<file path="src/rtl/z80_mem_ctrl.sv">
// ---------------------------------------------------------------------------
// z80_mem_ctrl
//
// Memory-side bus responder for a Z80 core. It turns each CPU memory bus
// cycle into exactly one request on a req/ack backing memory. WAIT_L is held
// low until the access completes. Read data is returned through split
// data_out/data_oe ports. Refresh cycles and I/O cycles (MREQ_L high) are
// ignored.
//
// Parameters
//   WAIT_STATES  minimum cycles spent in REQ+STRETCH per access
//   TIMEOUT      REQ cycles without mem_ack before the access is aborted
//
// Ports
//   clk, rst                     clock, synchronous active-high reset
//   addr_in, data_in             CPU address / write data (sampled at start)
//   MREQ_L, RD_L, WR_L, RFSH_L   CPU strobes, active low
//   WAIT_L                       low stretches the CPU bus cycle
//   data_out, data_oe            read data toward the CPU and its bus enable
//   mem_req, mem_we              backing memory request, 1 = write
//   mem_addr, mem_wdata          latched address / write data
//   mem_ack, mem_rdata           memory completion and same-cycle read data
//   err                          one-cycle pulse on timeout or protocol error
// ---------------------------------------------------------------------------
module z80_mem_ctrl #(
    parameter int WAIT_STATES = 1,
    parameter int TIMEOUT     = 16
) (
    input  logic        clk,
    input  logic        rst,
    input  logic [15:0] addr_in,
    input  logic [7:0]  data_in,
    input  logic        MREQ_L,
    input  logic        RD_L,
    input  logic        WR_L,
    input  logic        RFSH_L,
    output logic        WAIT_L,
    output logic [7:0]  data_out,
    output logic        data_oe,
    output logic        mem_req,
    output logic        mem_we,
    output logic [15:0] mem_addr,
    output logic [7:0]  mem_wdata,
    input  logic        mem_ack,
    input  logic [7:0]  mem_rdata,
    output logic        err
);

    localparam int CNT_W = $clog2(TIMEOUT + 1);

    typedef enum logic [1:0] {
        IDLE,
        REQ,
        STRETCH,
        DONE
    } state_t;

    state_t             state_q, state_d;
    logic [CNT_W-1:0]   cnt_q, cnt_d;
    logic               mem_we_q, mem_we_d;
    logic [15:0]        mem_addr_q, mem_addr_d;
    logic [7:0]         mem_wdata_q, mem_wdata_d;
    logic [7:0]         rdata_q, rdata_d;
    logic               err_q, err_d;
    logic               data_oe_q, data_oe_d;

    logic               start;
    logic               proto_err;
    logic               strobes_idle;
    logic [CNT_W-1:0]   cnt_inc;
    logic               ws_met;
    logic               timeout_hit;

    // A valid memory cycle has exactly one of RD_L/WR_L low; both low is a
    // protocol error. Refresh cycles never qualify.
    assign start        = !MREQ_L && RFSH_L && (RD_L != WR_L);
    assign proto_err    = !MREQ_L && RFSH_L && !RD_L && !WR_L;
    assign strobes_idle = MREQ_L || (RD_L && WR_L);

    // cnt counts REQ+STRETCH cycles already spent; cnt_inc includes the
    // current one, which is what the exit tests need.
    assign cnt_inc     = cnt_q + CNT_W'(1);
    assign ws_met      = cnt_inc >= CNT_W'(WAIT_STATES);
    assign timeout_hit = cnt_inc == CNT_W'(TIMEOUT);

    always_comb begin
        state_d     = state_q;
        cnt_d       = cnt_q;
        mem_we_d    = mem_we_q;
        mem_addr_d  = mem_addr_q;
        mem_wdata_d = mem_wdata_q;
        rdata_d     = rdata_q;
        err_d       = 1'b0;

        case (state_q)
            IDLE: begin
                if (start) begin
                    mem_addr_d  = addr_in;
                    mem_we_d    = !WR_L;
                    mem_wdata_d = data_in;
                    cnt_d       = '0;
                    state_d     = REQ;
                end else if (proto_err) begin
                    err_d = 1'b1;
                end
            end
            REQ: begin
                cnt_d = cnt_inc;
                // An ack in the last allowed cycle wins over the timeout.
                if (mem_ack) begin
                    if (!mem_we_q) begin
                        rdata_d = mem_rdata;
                    end
                    state_d = ws_met ? DONE : STRETCH;
                end else if (timeout_hit) begin
                    rdata_d = 8'hFF;
                    err_d   = 1'b1;
                    state_d = DONE;
                end
            end
            STRETCH: begin
                cnt_d = cnt_inc;
                if (ws_met) begin
                    state_d = DONE;
                end
            end
            DONE: begin
                // Waiting for the CPU to end its cycle keeps a long strobe
                // from issuing a second request.
                if (strobes_idle) begin
                    state_d = IDLE;
                end
            end
            default: begin
                state_d = IDLE;
            end
        endcase

        data_oe_d = (state_d == DONE) && !mem_we_d;
    end

    always_ff @(posedge clk) begin
        if (rst) begin
            state_q     <= IDLE;
            cnt_q       <= '0;
            mem_we_q    <= 1'b0;
            mem_addr_q  <= 16'h0000;
            mem_wdata_q <= 8'h00;
            rdata_q     <= 8'h00;
            err_q       <= 1'b0;
            data_oe_q   <= 1'b0;
        end else begin
            state_q     <= state_d;
            cnt_q       <= cnt_d;
            mem_we_q    <= mem_we_d;
            mem_addr_q  <= mem_addr_d;
            mem_wdata_q <= mem_wdata_d;
            rdata_q     <= rdata_d;
            err_q       <= err_d;
            data_oe_q   <= data_oe_d;
        end
    end

    // WAIT_L drops in the same cycle the start is seen so the CPU cannot
    // complete the bus cycle before the request is issued. mem_req is gated
    // by rst so an in-flight request is withdrawn without waiting for the edge.
    assign WAIT_L    = !(((state_q == IDLE) && start) || (state_q == REQ) || (state_q == STRETCH));
    assign mem_req   = (state_q == REQ) && !rst;
    assign mem_we    = mem_we_q;
    assign mem_addr  = mem_addr_q;
    assign mem_wdata = mem_wdata_q;
    assign data_out  = rdata_q;
    assign data_oe   = data_oe_q;
    assign err       = err_q;

endmodule

</file>
<file path="config.mk">
export PLATFORM = sky130hd
export DESIGN_NAME = z80_mem_ctrl
export DESIGN_NICKNAME = d
export VERILOG_FILES = /design/src/rtl/z80_mem_ctrl.sv
export SDC_FILE = /design/constraint.sdc
export NUM_CORES = 1
export LEC_CHECK = 0
export CORE_MARGIN = 1
export CORE_UTILIZATION = 45
export CTS_BUF_LIST = sky130_fd_sc_hd__clkbuf_16
export DETAILED_ROUTE_END_ITERATION = 16
export HOLD_SLACK_MARGIN = 0.12
export PLACE_DENSITY = 0.85
export SLEW_MARGIN = 20
export SYNTH_ARGS = -nofsm -noshare
export SYNTH_HDL_FRONTEND = slang
export SYNTH_SLANG_ARGS = --single-unit
</file>
<file path="constraint.sdc">
create_clock -name clk -period 3.5 [get_ports clk]
set_input_delay 0.35 -clock clk [delete_from_list [all_inputs] [get_ports clk]]
set_output_delay 0.35 -clock clk [all_outputs]
set_load 0.01 [all_outputs]
</file>
==> metrics.md <==
| Metric | Value |
|---|---|
| Post-route DRC | 0 |
| Vias/cell | 5.05 |
| Initial core utilization | 47.7% |
| Reg-to-reg slack, setup | 1.50 ns |
| Internal power component | 1060 uW |
| Final std cells w/o fill | 341 |
| Post-route ant nets | 0 |
| Placer Congestion | 0.801 |
| Combinational share of power | 27.9% |
| Clk_lat worst skew | 0.27 ns |
| Clock power frac | 34.3% |
| Total CTS buffers | 5 |
| Global-route wire length before repair | 7090 um |
| Root Buffer | clkbuf_16 |
| Number of distinct library cells after synthesis | 28 |
| Final TNS setup | 0 ns |
| Minimum clock period | 2.60 ns |
| Die width | 65.0 um |
| Slew Limit Fails | 0 |
| IO Count | 76 |
| Maximum number of pins on one net before global-route repair | 33 |
| RSZ-0062 raised after global routing | no |
| Cells after Synth | 221 |
| Register area share after synthesis | 47.1% |
| Sequential power share | 37.7% |
| GRT Util Overall | 21.5% |
| Core Area | 0.00374 mm^2 |
| Leak | 0.000971 uW |
| Post-synth net total | 267 |
| Area leader, netlist | dfxtp_1 |
| Maximum clock rate | 385 MHz |
| DIE AREA | 0.00422 mm^2 |
| Cell Area, Synth | 0.00179 mm^2 |
| Final wirelength | 4190 um |
| Min-delay worst type | register to register |
| Global route total overflow | 0 |
| Vias in the first global route | 1622 |
| Reg2Reg Depth | 6 |
| Mean Syn Cell Area | 8.08 um^2 |
| Port Buffers | 75 |
| Cell Count Post-Placement | 333 |
| PwrDens | 542 mW/mm^2 |
| CP Launch Type | register |
| Hold Path Depth | 2 |
| Layout cells sized above 1 | 4.78% |
| Initial antenna violation count | 0 |
| Total of max-cap violations | 0 |
| Top-area cell type share of the netlist area | 47.1% |
| Setup Crit Path Kind | register to output pin |
| Clk_skew | 0.00474 ns |
| Hpwl dp | 2960 um |
| Num rows | 22 |
| Outcome | finished clean |
| H-Tree Depth | 2 |
| Commonest cells after routing, fill and taps aside | clkdlybuf4s50_1 (75), nand2_1 (52), dfxtp_1 (42) |
| CTS tree | done |
| Fin crit share | 74.2% |
| Multi-input gate area | 870 um^2 |
| First-pass iteration count of the detailed router | 4 |
| Actual slew at the worst max-slew pin | 0.515 ns |
| Worst hold path startpoint | mem_addr[12] |
| Sink Count | 42 |
| Hold Violations, Final | 0 |
| WP data required | 3.15 ns |
| Worst vdd ir | 336 uV |
| Diode count | 0 |
| # nets final | 338 |
| Fill count | 296 |
| Worst hold endpoint | mem_addr[12] |
| Hold_buf cts | 0 |
| Post-CTS sizing | 0 |
| WL/cell | 12.3 um |
| Switching power | 411 uW |
| Sw frac | 27.9% |
| Rel. slew slack | 65.5% |
| Top post-synthesis cells by area | dfxtp_1 (47%), nand2_1 (11%), a21oi_1 (9.0%) |
| CTS max path bufs | 2 |
| Crit-path max FO | 27 |
| Post-CTS setup buffers | 0 |
| R2R Path End | data_oe |
| Final setup violation count | 0 |
| Worst r2r src | state_q[1] |
| Synthesis-stage register bit count | 42 |
| Crit path capture type | output pin |
| Arrival @ worst endpoint | 2.25 ns |
| Synthesis-to-finish area growth | 52.4% |
| Yosys warns | 0 |
| Commonest non-fill, non-tap cell in the layout | clkdlybuf4s50_1 |
| Die height | 65.0 um |
| Vias post-DR | 1723 |
| Clock transition at path regs | 0.06 ns |
| Iter 0 DRT Violations | 144 |
| Seq. cell area | 841 um^2 |
## power by group through the flow
stage                     combinational, uW  clock [uW]  sequential, uW
after floorplan                         223           0             578
after global placement                  398           0             564
after detailed placement                406           0             566
after CTS                               410         515             556
after global routing                    451         535             562
final                                   411         506             557
## cell type report
| class | count | share of cell area (%) |
|---|---|---|
| clock buffer | 5 | 4.60 |
| clock inverter | 3 | 1.52 |
| inverter | 5 | 0.690 |
| multi-input combinational | 161 | 32.0 |
| sequential | 42 | 30.9 |
| tap | 48 | 2.21 |
| timing repair buffer | 77 | 28.1 |
## stage by stage
stage | hold WS, ns | total power (uW) | area (um^2) | utilization, % | setup slack [ns]
floorplan | 0.481 | 801 | 1790 | - | 1.75
global placement | 0.441 | 962 | 2550 | 68.2 | 1.06
detailed placement | 0.446 | 972 | 2550 | 68.2 | 0.997
CTS | 0.454 | 1480 | 2720 | 72.7 | 0.940
global route | 0.476 | 1550 | 2720 | 72.7 | 0.787
finish | 0.451 | 1470 | 2720 | 72.7 | 0.904
## registers in the layout (all words and copies together), names as in the netlist
| signal | count |
|---|---|
| cnt_q | 5 |
| data_oe | 1 |
| data_out | 8 |
| err | 1 |
| mem_addr | 16 |
| mem_wdata | 8 |
| mem_we | 1 |
| state_q | 2 |
## per-layer routing
layer	GRT usage [%]	share of wire, %	up-vias
met1	26.5	45	765
met2	35.7	46	62
met5	0	0	-
met3	5.28	6.8	8
li1	-	-	888
met4	8.33	1.8	0
## cells by family (layout without fill, tap and decap cells)
logic type | Yosys count | in the layout | synth area share, %
xor gates and xnor gates | 3 | 3 | 1.47
DFF | 42 | 42 | 47.1
buffers and inverters | 18 | 90 | 4.20
muxes | 2 | 2 | 1.12
AOI/OAI and AO/OA | 50 | 50 | 17.1
and+or+nand+nor | 99 | 99 | 24.1
adders and majority gates | 7 | 7 | 4.91
## worst max-delay path by stage
| stage | cells after the start | slack, ns | endpoint | startpoint |
|---|---|---|---|---|
| CTS | 5 | 0.94 | WAIT_L | state_q[1] |
| detailed placement | 5 | 1.0 | WAIT_L | WR_L |
| finish | 5 | 0.90 | WAIT_L | state_q[1] |
| floorplan | 5 | 1.75 | WAIT_L | RD_L |
| global placement | 5 | 1.06 | WAIT_L | WR_L |
| global route | 5 | 0.79 | WAIT_L | state_q[1] |
## critical path: stages (launching register included)
cell             delay (ns)
dfxtp_1                0.35
inv_1                  0.11
ha_1                   0.45
and3_4                 0.47
nor3_1                 0.10
clkdlybuf4s50_1        0.49
## synth_stat cells
cell	n
a2111oi_0	2
a211oi_1	10
a21boi_2	1
a21oi_1	32
a22oi_1	1
a311o_1	1
and2_1	1
and3_4	1
buf_6	1
clkbuf_1	12
dfxtp_1	42
ha_1	7
inv_1	5
mux2i_1	2
nand2_1	52
nand2b_1	3
nand3_1	5
nor2_1	25
nor2b_1	4
nor3_1	2
nor3b_1	1
nor3b_2	1
nor4_1	3
o21a_1	1
o21ai_0	1
o221a_2	1
or2_2	1
xor2_1	3
No activity file was read; power rests on OpenSTA's default activity.
